===== src/rtl/wb_stage.sv =====
// Writeback stage: selects ALU result or (possibly slow) load data, issues a one-cycle
// register-file write, counts retirements and flags load timeouts. Optional: WB_BYPASS_EN.
module wb_stage #(
    parameter int DATA_W       = 8,
    parameter int ADDR_W       = 3,
    parameter int LOAD_TIMEOUT = 15,
    parameter int CNT_W        = 16
) (
    input  logic              clk,
    input  logic              rst,
    input  logic              in_valid,
    output logic              in_ready,
    input  logic              in_reg_write,
    input  logic              in_mem_to_reg,
    input  logic [ADDR_W-1:0] in_dest,
    input  logic [DATA_W-1:0] in_alu_result,
    input  logic [DATA_W-1:0] load_data,
    input  logic              load_data_valid,
    output logic              write_reg,
    output logic [ADDR_W-1:0] write_addr,
    output logic [DATA_W-1:0] write_data,
    output logic [CNT_W-1:0]  retire_cnt,
    output logic              load_err
`ifdef WB_BYPASS_EN
    ,
    output logic              fwd_valid,
    output logic [ADDR_W-1:0] fwd_addr,
    output logic [DATA_W-1:0] fwd_data
`endif
);

    localparam int TMO_W = (LOAD_TIMEOUT > 1) ? $clog2(LOAD_TIMEOUT + 1) : 1;
    localparam logic [TMO_W-1:0] TMO_LAST = TMO_W'(LOAD_TIMEOUT - 1);

    typedef enum logic [1:0] {
        ST_IDLE      = 2'd0,
        ST_WRITE     = 2'd1,
        ST_WAIT_LOAD = 2'd2
    } state_t;

    state_t             state_reg;
    logic               write_reg_reg;
    logic [ADDR_W-1:0]  write_addr_reg;
    logic [DATA_W-1:0]  write_data_reg;
    logic [CNT_W-1:0]   retire_cnt_reg;
    logic               load_err_reg;
    logic [TMO_W-1:0]   tmo_cnt_reg;
    logic [ADDR_W-1:0]  pend_dest_reg;
    logic               pend_rw_reg;

    logic               accept;
    logic               direct_write;
    logic [DATA_W-1:0]  accept_data;

    assign in_ready     = (state_reg != ST_WAIT_LOAD);
    assign accept       = in_valid & in_ready;
    assign direct_write = ~in_mem_to_reg | load_data_valid;
    assign accept_data  = in_mem_to_reg ? load_data : in_alu_result;

    always_ff @(posedge clk) begin
        if (!rst) begin
            state_reg      <= ST_IDLE;
            write_reg_reg  <= 1'b0;
            write_addr_reg <= '0;
            write_data_reg <= '0;
            retire_cnt_reg <= '0;
            load_err_reg   <= 1'b0;
            tmo_cnt_reg    <= '0;
            pend_dest_reg  <= '0;
            pend_rw_reg    <= 1'b0;
        end else begin
            write_reg_reg <= 1'b0;
            // The instruction whose write pulse is shown this cycle retires at its end.
            if (state_reg == ST_WRITE) begin
                retire_cnt_reg <= retire_cnt_reg + CNT_W'(1);
            end
            case (state_reg)
                ST_IDLE, ST_WRITE: begin
                    if (accept && direct_write) begin
                        write_addr_reg <= in_dest;
                        write_data_reg <= accept_data;
                        // r0 is hardwired zero, so writes to it are suppressed.
                        write_reg_reg  <= in_reg_write && (in_dest != '0);
                        state_reg      <= ST_WRITE;
                    end else if (accept) begin
                        pend_dest_reg <= in_dest;
                        pend_rw_reg   <= in_reg_write;
                        tmo_cnt_reg   <= '0;
                        state_reg     <= ST_WAIT_LOAD;
                    end else begin
                        state_reg <= ST_IDLE;
                    end
                end
                ST_WAIT_LOAD: begin
                    if (load_data_valid) begin
                        write_addr_reg <= pend_dest_reg;
                        write_data_reg <= load_data;
                        write_reg_reg  <= pend_rw_reg && (pend_dest_reg != '0);
                        state_reg      <= ST_WRITE;
                    end else if (tmo_cnt_reg == TMO_LAST) begin
                        load_err_reg <= 1'b1;
                        state_reg    <= ST_IDLE;
                    end else begin
                        tmo_cnt_reg <= tmo_cnt_reg + TMO_W'(1);
                    end
                end
                default: begin
                    state_reg <= ST_IDLE;
                end
            endcase
        end
    end

    assign write_reg  = write_reg_reg;
    assign write_addr = write_addr_reg;
    assign write_data = write_data_reg;
    assign retire_cnt = retire_cnt_reg;
    assign load_err   = load_err_reg;

`ifdef WB_BYPASS_EN
    // Same-cycle forwarding into decode; masked while reset is asserted.
    assign fwd_valid = write_reg_reg & rst;
    assign fwd_addr  = write_addr_reg;
    assign fwd_data  = write_data_reg;
`endif

endmodule


===== config.mk =====
export PLATFORM = sky130hd
export DESIGN_NAME = wb_stage
export DESIGN_NICKNAME = d
export VERILOG_FILES = /design/src/rtl/wb_stage.sv
export SDC_FILE = /design/constraint.sdc
export NUM_CORES = 1
export LEC_CHECK = 0
export BUFFER_PORTS_ARGS = -buffer_cell sky130_fd_sc_hd__buf_2
export CORE_ASPECT_RATIO = 0.75
export CORE_UTILIZATION = 45
export CTS_CLUSTER_DIAMETER = 60
export DETAILED_ROUTE_END_ITERATION = 12
export GPL_TIMING_DRIVEN = 0
export PLACE_DENSITY = 0.72
export SLEW_MARGIN = 20
export SYNTH_ARGS = -nofsm -noshare
export SYNTH_HDL_FRONTEND = slang
export SYNTH_SLANG_ARGS = --single-unit
export TNS_END_PERCENT = 30

===== constraint.sdc =====
create_clock -name clk -period 1.55 [get_ports clk]
set_input_delay 0.31 -clock clk [delete_from_list [all_inputs] [get_ports clk]]
set_output_delay 0.31 -clock clk [all_outputs]
set_load 0.02 [all_outputs]

==> results.txt <==
----------------------------------------------------
[Global route]
  Grt met2 use ... 26.1%
  First-pass GRT wire length ... 6070 µm
  Largest net degree at the start of global routing ... 12
  Number of global-route vias before repair ... 1313
  Highest-utilization routing layer at the global route stage ... met1
  Total grt overflow ... 0
  Gr usage total ... 19.3%
  Met3 Use GR ... 7.54%
  Met1 Use GR ... 27.3%
  Number of antenna violations at the first check in global routing ... 0

[Timing]
  Final setup vio count ... 0
  Worst Setup Slack, final ... 0.0731 ns
  Slew of the pin with the lowest slew margin ... 0.652 ns
  Post-layout minimum cycle time ... 1.48 ns
  Clock skew ... 0.00425 ns
  Final hold vios ... 0
  Final total negative setup slack ... 0 ns
  Number of pins exceeding their max-slew limit in the final report ... 0
  Unrepaired setup endpoints after global routing ... yes
  Crit share post-route ... 95.3%
  Timing-limited maximum frequency ... 677 MHz
  Slew margin rel. ... 56.5%

[Route]
  Routed length per placed instance ... 12.1 µm
  Number of nets with antenna violations after detailed routing ... 0
  Remaining design rule violation count ... 0
  DRT Wirelength ... 3700 µm
  Via count ... 1510
  DR pass1 iterations ... 4
  Via-to-Cell Ratio ... 4.95
  1st-iter DRT viols ... 73

[Placed design]
  Placer congestion estimate ... 0.798
  Quantity of I/O buffers inserted on ports ... 54
  Cell Count Post-Placement ... 294
  DP Wirelength ... 2740 µm
  Place WS ... 0.0592 ns

[Clock network]
  Clock buffer count from CTS ... 5
  Depth of the CTS H-tree ... 2
  Worst-path clk slew ... 0.07 ns
  TritonCTS clock tree ... done
  Total clock sinks ... 39
  Clk root buf ... sky130_fd_sc_hd__clkbuf_8
  Largest buffer count on any clock path ... 2
  Clk_lat worst skew ... 0.29 ns

[Logic synthesis]
  Post-synthesis instance area ... 1780 µm²
  Yosys cell types ... 35
  Synthesized area per cell ... 9.44 µm²
  Fraction of registers with async set or reset after synthesis ... 0%
  Number of synthesized register bits ... 39
  Number of standard cells after synthesis ... 188
  Number of nets in the synthesized netlist ... 216
  Portion of the post-synthesis area used by sequential elements ... 44.0%
  Number of synthesized flops with an enable pin ... 0
  Number of warnings reported in the yosys synthesis log ... 0
  Top flip-flop cell by instance count after synthesis ... sky130_fd_sc_hd__dfxtp_1

[Cells and area]
  Commonest non-fill, non-tap cell in the layout ... sky130_fd_sc_hd__buf_2
  Fill cell instance count of the final layout ... 350
  Multi-input gate area in the final layout ... 928 µm²
  Flip-flop count of the largest register, all copies and words added ... 16
  Area growth from synthesis to layout ... 27.3%
  Number of nets in the final layout ... 280
  Combined flip-flop and latch cell area ... 786 µm²
  Post-route non-filler standard cell count ... 305
  Highest-count cells in the layout ignoring fill and taps ... sky130_fd_sc_hd__buf_2, sky130_fd_sc_hd__nor2_1, sky130_fd_sc_hd__dfxtp_1
  Layout cell share with drive strength beyond 1 ... 34.8%
  N_diodes ... 0
  Fin util ... 60.9%

[Floorplan]
  Number of cell rows ... 19
  Die area ... 4200 µm²
  Initial Util ... 47.9%
  CORE AREA ... 3710 µm²
  Die Span Y ... 56.4 µm
  Die W ... 74.5 µm
  Number of placed I/O pins ... 55

[Setup path]
  Reg-to-reg setup timing slack ... 0.07 ns
  Critical path start-end classification ... reg -> reg
  Worst flop-to-flop path endpoint ... write_data[6]$_SDFFE_PN0P_
  Data required time of the critical path ... 1.70 ns
  Category of the worst setup path launch point ... flip-flop
  Nature of the critical path endpoint ... flip-flop
  Startpoint of the most critical register-to-register path ... state_reg[1]$_SDFFE_PN0P_
  Reg2reg path depth ... 7
  Data arrival time of the critical path ... 1.63 ns
  Worst-path maximum fanout ... 8

[Flow run]
  Max-capacitance violation count ... 0

[Min path]
  Hold Crit Endpoint ... state_reg[0]$_SDFFE_PN0P_
  Cell depth of the worst min-delay path ... 2
  Worst hold-check path type ... in -> reg
  Worst hold path startpoint ... rst

[Power and ir drop]
  Peak supply drop ... 0.000689 V
  Cell leakage power ... 1.02 nW
  Total power ... 2.09 mW
  Total power per unit cell area ... 927 nW/µm²

[Status]
  Result of the run ... finished, final reports clean

----------------------------------------------------
per-stage QoR:
stage          instance area [µm²]  hold WS, ns
3_3_place_gp                  2110        0.454
3_5_place_dp                  2110        0.471
6_report                      2260        0.285
4_1_cts                       2230        0.274
2_1_floorplan                 1780        0.432
5_1_grt                       2260        0.293
worst max-delay path: stages, from the launching register on:
cell	delay, ns
sky130_fd_sc_hd__dfxtp_2	0.35
sky130_fd_sc_hd__nor2b_1	0.13
sky130_fd_sc_hd__buf_4	0.14
sky130_fd_sc_hd__buf_4	0.14
sky130_fd_sc_hd__nor2_4	0.12
sky130_fd_sc_hd__buf_12	0.14
sky130_fd_sc_hd__mux2i_1	0.23
sky130_fd_sc_hd__a211oi_2	0.09
cells by family (layout without fill, tap and decap cells):
kind of cell               Yosys count  after routing  share of synthesized area [%]
and+or+nand+nor                     84             84                           24.3
DFF                                 39             39                           44.0
AOI/OAI and AO/OA                   21             21                           11.1
xor gates and xnor gates            14             14                           6.91
muxes                               14             14                           7.89
buffers and inverters               13             78                           3.73
adders and majority gates            3              3                           2.11
worst max path at each step:
stage                          startpoint                          end  depth (start not counted)
2_1_floorplan  retire_cnt[0]$_SDFFE_PN0N_  retire_cnt[14]$_SDFFE_PN0N_                          6
3_3_place_gp    state_reg[1]$_SDFFE_PN0P_   write_data[4]$_SDFFE_PN0P_                          6
3_5_place_dp    state_reg[1]$_SDFFE_PN0P_   write_data[5]$_SDFFE_PN0P_                          6
4_1_cts         state_reg[1]$_SDFFE_PN0P_                     in_ready                          4
5_1_grt        retire_cnt[0]$_SDFFE_PN0N_  retire_cnt[11]$_SDFFE_PN0N_                          4
6_report        state_reg[1]$_SDFFE_PN0P_   write_data[6]$_SDFFE_PN0P_                          7
what timing repair did:
item                                    CTS  global route
endpoints found under the setup margin    1            12
setup buffers                             2             1
hold buffers                              0             0
pin swaps                                 0             1
gates resized for setup                   4             4
final cells by class:
type / count / area share, %
multi-input combinational: 136 / 41.1
sequential: 39 / 34.8
timing repair buffer: 57 / 13.6
clock buffer: 8 / 4.43
tap: 52 / 2.88
buffer: 9 / 2.55
inverter: 4 / 0.664
synth_stat cells, types with 2 or more instances:
master | n | share of area [%]
sky130_fd_sc_hd__mux2i_1 | 14 | 7.9
sky130_fd_sc_hd__buf_2 | 2 | 0.56
sky130_fd_sc_hd__clkbuf_1 | 2 | 0.42
sky130_fd_sc_hd__xnor2_1 | 2 | 0.99
sky130_fd_sc_hd__dfxtp_1 | 39 | 44
sky130_fd_sc_hd__ha_1 | 3 | 2.1
sky130_fd_sc_hd__and4b_1 | 2 | 1.1
sky130_fd_sc_hd__nand2_1 | 12 | 2.5
sky130_fd_sc_hd__or3_1 | 4 | 1.4
sky130_fd_sc_hd__nor2_1 | 36 | 7.6
sky130_fd_sc_hd__inv_1 | 4 | 0.85
sky130_fd_sc_hd__nand4_1 | 5 | 1.8
sky130_fd_sc_hd__xor2_1 | 12 | 5.9
sky130_fd_sc_hd__a211oi_2 | 8 | 5.6
sky130_fd_sc_hd__buf_4 | 4 | 1.7
sky130_fd_sc_hd__and2_1 | 2 | 0.70
sky130_fd_sc_hd__a311oi_1 | 3 | 1.5
sky130_fd_sc_hd__nand2b_1 | 3 | 1.1
sky130_fd_sc_hd__nand3_1 | 6 | 1.7
sky130_fd_sc_hd__o21ai_0 | 3 | 0.85
sky130_fd_sc_hd__nor3_1 | 2 | 0.56
sky130_fd_sc_hd__nor2b_1 | 4 | 1.4
sky130_fd_sc_hd__a21oi_1 | 3 | 0.85
sky130_fd_sc_hd__and3_1 | 2 | 0.70
report_power, final:
group          switching [mW]  total (mW)  internal [mW]
sequential             0.0223        1.06           1.04
clock                   0.346       0.751          0.406
combinational           0.160       0.280          0.120
metal layers:
metal  vias up  wire, µm
met2        45      1570
met1       680      1860
li1        781         -
met4         0        44
met5         -         0
met3         4       217
Power figures use the tool's default switching activity.
